File: src/rtl/msrv32_pkg.sv
// Shared constants and types for the multi-port RV32 register file.
package msrv32_pkg;

  localparam int XLEN_DEFAULT     = 32;
  localparam int NUM_REGS_DEFAULT = 32;
  localparam int AW_DEFAULT       = $clog2(NUM_REGS_DEFAULT);

  // Architectural zero register; never written, always reads 0.
  localparam int REG_ZERO = 0;

  typedef logic [AW_DEFAULT-1:0] reg_addr_t;

endpackage

File: src/rtl/msrv32_mp_reg_file_if.sv
// Bus bundle between the issue/writeback logic (master) and the register file (slave).
interface msrv32_mp_reg_file_if
  import msrv32_pkg::*;
#(
  parameter int XLEN     = XLEN_DEFAULT,
  parameter int NUM_REGS = NUM_REGS_DEFAULT,
  parameter int NUM_RD   = 2,
  parameter int NUM_WR   = 1
);

  localparam int AW = $clog2(NUM_REGS);

  logic [NUM_RD*AW-1:0]   rd_addr_in;
  logic [NUM_RD*XLEN-1:0] rd_data_out;
  logic [NUM_RD-1:0]      rd_busy_out;
  logic [NUM_WR-1:0]      wr_en_in;
  logic [NUM_WR*AW-1:0]   wr_addr_in;
  logic [NUM_WR*XLEN-1:0] wr_data_in;
  logic [NUM_WR-1:0]      wr_clr_busy_in;
  logic                   sb_set_en_in;
  logic [AW-1:0]          sb_set_addr_in;
  logic [NUM_REGS-1:0]    busy_vec_out;

  modport master (
    output rd_addr_in, wr_en_in, wr_addr_in, wr_data_in, wr_clr_busy_in,
           sb_set_en_in, sb_set_addr_in,
    input  rd_data_out, rd_busy_out, busy_vec_out
  );

  modport slave (
    input  rd_addr_in, wr_en_in, wr_addr_in, wr_data_in, wr_clr_busy_in,
           sb_set_en_in, sb_set_addr_in,
    output rd_data_out, rd_busy_out, busy_vec_out
  );

endinterface

File: src/rtl/msrv32_rf_scoreboard.sv
// Per-register busy scoreboard: set at issue, cleared at writeback, set wins
// over clear on the same register. Bit 0 (x0) is never busy.
module msrv32_rf_scoreboard #(
  parameter int NUM_REGS = 32,
  parameter int NUM_RD   = 2,
  parameter int NUM_WR   = 1,
  parameter int AW       = $clog2(NUM_REGS)
) (
  input  logic                 clk,
  input  logic                 rst_n,
  input  logic                 set_en,
  input  logic [AW-1:0]        set_addr,
  input  logic [NUM_WR-1:0]    wr_en,
  input  logic [NUM_WR*AW-1:0] wr_addr,
  input  logic [NUM_WR-1:0]    wr_clr_busy,
  input  logic [NUM_RD*AW-1:0] rd_addr,
  output logic [NUM_RD-1:0]    rd_busy,
  output logic [NUM_REGS-1:0]  busy_vec
);

  logic [NUM_REGS-1:0] busy_q;
  logic [NUM_REGS-1:0] busy_d;
  logic [NUM_REGS-1:0] set_vec;
  logic [NUM_REGS-1:0] clr_vec;

  // Decode set/clear hits per register and resolve with set priority.
  always_comb begin
    set_vec = '0;
    clr_vec = '0;
    busy_d  = busy_q;
    for (int r = 1; r < NUM_REGS; r++) begin
      set_vec[r] = set_en && (set_addr == AW'(r));
      for (int j = 0; j < NUM_WR; j++) begin
        if (wr_en[j] && wr_clr_busy[j] && (wr_addr[j*AW +: AW] == AW'(r)))
          clr_vec[r] = 1'b1;
      end
      if (set_vec[r])
        busy_d[r] = 1'b1;
      else if (clr_vec[r])
        busy_d[r] = 1'b0;
    end
    busy_d[0] = 1'b0;
  end

  // Busy vector register.
  always_ff @(posedge clk or negedge rst_n) begin
    if (!rst_n)
      busy_q <= '0;
    else
      busy_q <= busy_d;
  end

  // Busy lookup for each read port; intentionally not bypassed.
  always_comb begin
    rd_busy = '0;
    for (int k = 0; k < NUM_RD; k++)
      rd_busy[k] = busy_q[rd_addr[k*AW +: AW]];
  end

  assign busy_vec = busy_q;

endmodule

File: src/rtl/msrv32_mp_reg_file.sv
// Multi-port RV32 integer register file with busy scoreboard.
// Optional feature: define MSRV32_RF_BYPASS_EN for same-cycle write-to-read
// forwarding (highest-index matching write port wins).
module msrv32_mp_reg_file
  import msrv32_pkg::*;
#(
  parameter int XLEN     = XLEN_DEFAULT,
  parameter int NUM_REGS = NUM_REGS_DEFAULT,
  parameter int NUM_RD   = 2,
  parameter int NUM_WR   = 1
) (
  input  logic                  ms_riscv32_mp_clk_in,
  input  logic                  ms_riscv32_mp_rst_n_in,
  msrv32_mp_reg_file_if.slave   bus
);

  localparam int AW = $clog2(NUM_REGS);
  localparam logic [AW-1:0] ZERO_ADDR = AW'(REG_ZERO);

  logic [XLEN-1:0] regs_q [NUM_REGS];
  logic [XLEN-1:0] regs_d [NUM_REGS];
  logic [AW-1:0]   rd_addr_k [NUM_RD];
  logic [XLEN-1:0] rd_val_k  [NUM_RD];

  // Apply writes in ascending port order so the higher-index port wins.
  always_comb begin
    regs_d = regs_q;
    for (int j = 0; j < NUM_WR; j++) begin
      if (bus.wr_en_in[j] && (bus.wr_addr_in[j*AW +: AW] != ZERO_ADDR))
        regs_d[bus.wr_addr_in[j*AW +: AW]] = bus.wr_data_in[j*XLEN +: XLEN];
    end
    regs_d[REG_ZERO] = '0;
  end

  // Register array storage.
  always_ff @(posedge ms_riscv32_mp_clk_in or negedge ms_riscv32_mp_rst_n_in) begin
    if (!ms_riscv32_mp_rst_n_in)
      regs_q <= '{default: '0};
    else
      regs_q <= regs_d;
  end

  // Combinational read ports, with optional forwarding from the write ports.
  always_comb begin
    bus.rd_data_out = '0;
    for (int k = 0; k < NUM_RD; k++) begin
      rd_addr_k[k] = bus.rd_addr_in[k*AW +: AW];
      rd_val_k[k]  = regs_q[rd_addr_k[k]];
`ifdef MSRV32_RF_BYPASS_EN
      for (int j = 0; j < NUM_WR; j++) begin
        if (bus.wr_en_in[j] && (bus.wr_addr_in[j*AW +: AW] != ZERO_ADDR) &&
            (bus.wr_addr_in[j*AW +: AW] == rd_addr_k[k]))
          rd_val_k[k] = bus.wr_data_in[j*XLEN +: XLEN];
      end
`endif
      if (rd_addr_k[k] == ZERO_ADDR)
        rd_val_k[k] = '0;
      bus.rd_data_out[k*XLEN +: XLEN] = rd_val_k[k];
    end
  end

  msrv32_rf_scoreboard #(
    .NUM_REGS (NUM_REGS),
    .NUM_RD   (NUM_RD),
    .NUM_WR   (NUM_WR),
    .AW       (AW)
  ) u_scoreboard (
    .clk         (ms_riscv32_mp_clk_in),
    .rst_n       (ms_riscv32_mp_rst_n_in),
    .set_en      (bus.sb_set_en_in),
    .set_addr    (bus.sb_set_addr_in),
    .wr_en       (bus.wr_en_in),
    .wr_addr     (bus.wr_addr_in),
    .wr_clr_busy (bus.wr_clr_busy_in),
    .rd_addr     (bus.rd_addr_in),
    .rd_busy     (bus.rd_busy_out),
    .busy_vec    (bus.busy_vec_out)
  );

endmodule

File: src/flat_wrapper.sv
// flat-port wrapper written by rule: the top's interface ports become plain ports
module msrv32_mp_reg_file_flat import msrv32_pkg::*;
#(
  parameter int XLEN     = XLEN_DEFAULT,
  parameter int NUM_REGS = NUM_REGS_DEFAULT,
  parameter int NUM_RD   = 2,
  parameter int NUM_WR   = 1
)
  (ms_riscv32_mp_clk_in, ms_riscv32_mp_rst_n_in, bus_rd_addr_in, bus_wr_en_in, bus_wr_addr_in, bus_wr_data_in, bus_wr_clr_busy_in, bus_sb_set_en_in, bus_sb_set_addr_in, bus_rd_data_out, bus_rd_busy_out, bus_busy_vec_out);
  msrv32_mp_reg_file_if #(.XLEN(XLEN), .NUM_REGS(NUM_REGS), .NUM_RD(NUM_RD), .NUM_WR(NUM_WR)) bus_i ();
  input  logic ms_riscv32_mp_clk_in;
  input  logic ms_riscv32_mp_rst_n_in;
  input wire logic [$bits(bus_i.rd_addr_in)-1:0] bus_rd_addr_in;
  input wire logic [$bits(bus_i.wr_en_in)-1:0] bus_wr_en_in;
  input wire logic [$bits(bus_i.wr_addr_in)-1:0] bus_wr_addr_in;
  input wire logic [$bits(bus_i.wr_data_in)-1:0] bus_wr_data_in;
  input wire logic [$bits(bus_i.wr_clr_busy_in)-1:0] bus_wr_clr_busy_in;
  input wire logic [$bits(bus_i.sb_set_en_in)-1:0] bus_sb_set_en_in;
  input wire logic [$bits(bus_i.sb_set_addr_in)-1:0] bus_sb_set_addr_in;
  output wire logic [$bits(bus_i.rd_data_out)-1:0] bus_rd_data_out;
  output wire logic [$bits(bus_i.rd_busy_out)-1:0] bus_rd_busy_out;
  output wire logic [$bits(bus_i.busy_vec_out)-1:0] bus_busy_vec_out;
  assign bus_i.rd_addr_in = bus_rd_addr_in;
  assign bus_i.wr_en_in = bus_wr_en_in;
  assign bus_i.wr_addr_in = bus_wr_addr_in;
  assign bus_i.wr_data_in = bus_wr_data_in;
  assign bus_i.wr_clr_busy_in = bus_wr_clr_busy_in;
  assign bus_i.sb_set_en_in = bus_sb_set_en_in;
  assign bus_i.sb_set_addr_in = bus_sb_set_addr_in;
  assign bus_rd_data_out = bus_i.rd_data_out;
  assign bus_rd_busy_out = bus_i.rd_busy_out;
  assign bus_busy_vec_out = bus_i.busy_vec_out;
  msrv32_mp_reg_file #(.XLEN(XLEN), .NUM_REGS(NUM_REGS), .NUM_RD(NUM_RD), .NUM_WR(NUM_WR)) u_core (.ms_riscv32_mp_clk_in(ms_riscv32_mp_clk_in), .ms_riscv32_mp_rst_n_in(ms_riscv32_mp_rst_n_in), .bus(bus_i));
endmodule
File: config.mk
export PLATFORM = sky130hd
export DESIGN_NAME = msrv32_mp_reg_file_flat
export DESIGN_NICKNAME = d
export VERILOG_FILES = /design/src/rtl/msrv32_pkg.sv /design/src/rtl/msrv32_mp_reg_file_if.sv /design/src/rtl/msrv32_rf_scoreboard.sv /design/src/rtl/msrv32_mp_reg_file.sv /design/src/flat_wrapper.sv
export SDC_FILE = /design/constraint.sdc
export NUM_CORES = 2
export LEC_CHECK = 0
export BUFFER_PORTS_ARGS = -buffer_cell sky130_fd_sc_hd__buf_2
export CORE_ASPECT_RATIO = 1.4
export CORE_UTILIZATION = 40
export CTS_CLUSTER_DIAMETER = 40
export CTS_CLUSTER_SIZE = 10
export DETAILED_ROUTE_END_ITERATION = 6
export PLACE_DENSITY = 0.52
export SETUP_SLACK_MARGIN = 0.05
export SYNTH_ARGS = -nofsm -noshare
export SYNTH_HDL_FRONTEND = slang
export SYNTH_SLANG_ARGS = --single-unit
File: constraint.sdc
create_clock -name ms_riscv32_mp_clk_in -period 5.3 [get_ports ms_riscv32_mp_clk_in]
set_input_delay 1.59 -clock ms_riscv32_mp_clk_in [delete_from_list [all_inputs] [get_ports ms_riscv32_mp_clk_in]]
set_output_delay 1.59 -clock ms_riscv32_mp_clk_in [all_outputs]
set_load 0.005 [all_outputs]
==> flow_metrics.py <==
metrics = {
    "floorplan": {
        "placeableCoreArea_um2": 136300,
        "start_util_pct": 40.42,
        "fp.dieArea_um2": 139300,
        "floorplan.rows": 160,
        "die_height_um": 441.2,
        "io_pins": 155,
        "dieWidth_um": 315.7,
    },
    "grt": {
        "number_of_global_route_vias_before_repair": 37950,
        "total_congestion_overflow_after_global_routing": 0,
        "initial_antenna_violation_count": 8,
        "grt_start_max_net_pins": 93,
        "grt_pass1_wl_um": 267000,
        "grt_usage_pct": 26.34,
    },
    "cts": {
        "cts_sinks": 1023,
        "clkLatencyLatePin_ns": 0.78,
        "cts_root_buffer": "sky130_fd_sc_hd__clkbuf_16",
        "clkTransAtPathRegs_ns": 0.05,
        "htree_num_levels": 4,
        "clockBufferDepth": 3,
        "cts-buffers-inserted": 153,
        "tritoncts_clock_tree": "yes",
    },
    "synthesis": {
        "synth_warnings": 0,
        "avgSynthCellArea_um2": 14.92,
        "synth_sequential_area_ratio_pct": 46.46,
        "yosysTopAreaCell": "sky130_fd_sc_hd__dfrtp_1",
        "dominantRegCellSynth": "sky130_fd_sc_hd__dfrtp_1",
        "synth.lib_cells_used.distinct": 35,
        "synthesis_stage_register_bit_count": 1023,
        "share_of_flip_flops_with_an_asynchronous_set_or_reset_pct": 100.0,
        "synth-edff-count": 0,
        "postSynthCellCount": 3692,
        "post-synth-top-area-fraction_pct": 46.46,
        "post_synth_instance_area_um2": 55100,
        "postSynthNetCount": 3749,
        "synthTopCellsByArea": "sky130_fd_sc_hd__dfrtp_1 46%, sky130_fd_sc_hd__mux4_2 19%, sky130_fd_sc_hd__mux2_2 18%",
    },
    "routing": {
        "drt_pre_antenna_iters": 5,
        "ant_nets": 0,
        "drt_wl_total_um": 180200,
        "number_of_vias_per_cell_after_detailed_routing": 6.129,
        "drt_drc_violations_left": 0,
        "vias": 35510,
        "detail_route.iter0.violations": 2564,
        "routedWlPerCell_um": 31.11,
    },
    "setup_path": {
        "rr_worst_depth": 1,
        "worst_ep_arrival_time_ns": 3.61,
        "worst-endpoint-required_ns": 3.71,
        "worstSetupEndpointType": "output pin",
        "crit_path_max_fanout": 11,
        "timing.setup.critical_path_class": "in -> out",
        "critPathLaunchType": "input pin",
    },
    "place": {
        "post_place_cell_area_um2": 59770,
        "numPortBuffers": 153,
        "place.gp.congestion": 0.8203,
        "dpl.hpwl_um": 108600,
    },
    "power": {
        "power_leakage_nw": 28.28,
        "vdd_ir_drop_max_v": 0.0002393,
        "power_density_nw_per_um2": 395.1,
        "power_w": 0.02580,
    },
    "sta": {
        "unrepaired_setup_endpoints_after_global_routing": "true",
        "setup_viol": 0,
        "slew_limit_fails": 0,
        "maxSlewHeadroom_pct": 23.44,
        "timing.final.crit_period_ns": 5.197,
        "clock-skew-final_ns": 0,
        "tightest_slew_ns": 1.148,
        "maxClockFrequency_mhz": 192.4,
        "timing.final.hold_violations": 0,
        "final.period_utilization_pct": 98.05,
    },
    "worst_hold_path": {
        "holdPathStages": 1,
        "min-delay-path-class": "reg -> reg",
    },
    "cells_and_area": {
        "area_of_all_placed_cells_without_fillers_um2": 65290,
        "drive_above_1_share_pct": 52.72,
        "final.fill_count": 11820,
        "final_net_count": 3959,
        "area_delta_synth_final_pct": 18.49,
    },
    "job": {
        "timing.max_cap.violations": 0,
    },
    "run_status": {
        "result_of_the_run": "completed",
    },
}
[cell type report]
class | count | area (um2) | area share (%)
Inverter | 2 | 7.507 | 0.01150
Sequential cell | 1023 | 25600 | 39.21
Multi-Input combinational cell | 2266 | 28070 | 42.99
Clock inverter | 73 | 945.9 | 1.449
Clock buffer | 190 | 4200 | 6.433
Antenna cell | 1 | 2.502 | 0.003833
Tap cell | 1782 | 2230 | 3.415
Timing Repair Buffer | 456 | 4234 | 6.485
[metrics by stage]
stage / cells / TNS (ns) / hold WS [ns] / setup slack, ns / utilization, %
4_1_cts: 5779 / 0 / 0.5028 / 0.02673 / 47.66
3_3_place_gp: 5516 / -0.1804 / 0.4813 / -0.1004 / 43.84
3_5_place_dp: 5516 / -0.1503 / 0.4906 / -0.06839 / 43.84
5_1_grt: 5793 / -0.001593 / 0.5207 / -0.001593 / 47.89
6_report: 5793 / 0 / 0.4987 / 0.1033 / 47.89
2_1_floorplan: 3692 / 0 / 0.4693 / 0.4729 / -
[sequential cells by signal (all words and copies together), names as in the netlist]
signal / count
u_core.regs_q: 992
u_core.u_scoreboard.busy_vec: 31
[routing by layer]
metal,vias up,wire (um),track usage (%)
met5,-,23,0
met4,4,5989,9.561
met3,293,8041,3.529
met2,1019,89500,43.76
met1,19440,76670,35.27
li1,14750,-,-
[power breakdown]
| group | internal (W) | leakage, nW | switching, W |
|---|---|---|---|
| sequential | 0.00936 | 13.1 | 0.00114 |
| combinational | 0.00306 | 12.7 | 0.00193 |
| clock | 0.00637 | 2.51 | 0.00392 |
[cells in the final DEF, fill, tap and decap left out, types with 27 or more instances in the layout]
cell	Yosys	layout
sky130_fd_sc_hd__a21oi_1	55	55
sky130_fd_sc_hd__a221oi_1	102	89
sky130_fd_sc_hd__buf_12	0	76
sky130_fd_sc_hd__buf_2	98	143
sky130_fd_sc_hd__buf_4	45	217
sky130_fd_sc_hd__clkbuf_16	0	157
sky130_fd_sc_hd__dfrtp_1	1023	1023
sky130_fd_sc_hd__mux2_1	229	229
sky130_fd_sc_hd__mux2_2	890	890
sky130_fd_sc_hd__mux2i_1	139	139
sky130_fd_sc_hd__mux4_2	459	459
sky130_fd_sc_hd__nand2_1	27	27
sky130_fd_sc_hd__nand2b_1	32	31
sky130_fd_sc_hd__nor2_1	50	29
sky130_fd_sc_hd__nor2b_1	49	46
sky130_fd_sc_hd__nor3_1	35	34
sky130_fd_sc_hd__o21ai_0	73	73
sky130_fd_sc_hd__o22ai_1	29	29
[Yosys cell counts, types with 2 or more instances]
library cell	number
sky130_fd_sc_hd__a31oi_1	7
sky130_fd_sc_hd__nor3b_1	2
sky130_fd_sc_hd__inv_1	2
sky130_fd_sc_hd__nand3_1	21
sky130_fd_sc_hd__mux2i_1	139
sky130_fd_sc_hd__clkbuf_1	180
sky130_fd_sc_hd__a221oi_1	102
sky130_fd_sc_hd__o21ai_0	73
sky130_fd_sc_hd__nor2_1	50
sky130_fd_sc_hd__nand4_1	6
sky130_fd_sc_hd__mux2_1	229
sky130_fd_sc_hd__buf_2	98
sky130_fd_sc_hd__mux4_2	459
sky130_fd_sc_hd__buf_4	45
sky130_fd_sc_hd__o21ai_1	16
sky130_fd_sc_hd__mux2_2	890
sky130_fd_sc_hd__dfrtp_1	1023
sky130_fd_sc_hd__a21oi_1	55
sky130_fd_sc_hd__o22ai_1	29
sky130_fd_sc_hd__nand2_1	27
sky130_fd_sc_hd__nor3_1	35
sky130_fd_sc_hd__nand2b_1	32
sky130_fd_sc_hd__buf_1	68
sky130_fd_sc_hd__and2_1	4
sky130_fd_sc_hd__nor2b_1	49
sky130_fd_sc_hd__a211oi_1	33
sky130_fd_sc_hd__o211ai_1	3
sky130_fd_sc_hd__buf_6	8
[critical path, stage by stage]
cell and delay (ns):
sky130_fd_sc_hd__buf_12 0.16, sky130_fd_sc_hd__buf_12 0.19, sky130_fd_sc_hd__buf_12 0.15, sky130_fd_sc_hd__mux4_2 0.50, sky130_fd_sc_hd__mux2_2 0.29, sky130_fd_sc_hd__a221oi_1 0.32, sky130_fd_sc_hd__buf_4 0.17, sky130_fd_sc_hd__nor2_1 0.06
sky130_fd_sc_hd__buf_2 0.13
[cells by family after synthesis]
| kind of cell | synth area share, % |
|---|---|
| simple gates | 2.130 |
| mux | 44.15 |
| buf+inv | 3.406 |
| flops | 46.46 |
| compound gates | 3.844 |
| other cells | 0.006806 |
[final timing paths]
check / slack, ns / end / start
max: 0.10 / bus_rd_data_out[18] / bus_rd_addr_in[0]
min: 0.50 / u_core.regs_q[570] / u_core.regs_q[570]
max reg2reg: 4.48 / u_core.regs_q[924] / u_core.regs_q[924]
min reg2reg: 0.50 / u_core.regs_q[570] / u_core.regs_q[570]
max in group asynchronous: 3.30 / u_core.regs_q[199] / ms_riscv32_mp_rst_n_in
min in group asynchronous: 0.84 / u_core.regs_q[450] / ms_riscv32_mp_rst_n_in
[what timing repair did]
item                                    in CTS  in global routing
pin swaps                                    0                  1
hold buffers                                 0                  0
buffers inserted                             0                 11
gates cloned                                 0                  2
endpoints found under the setup margin      11                 33
gates resized for setup                     12                 32
No activity file was read; power rests on OpenSTA's default activity.
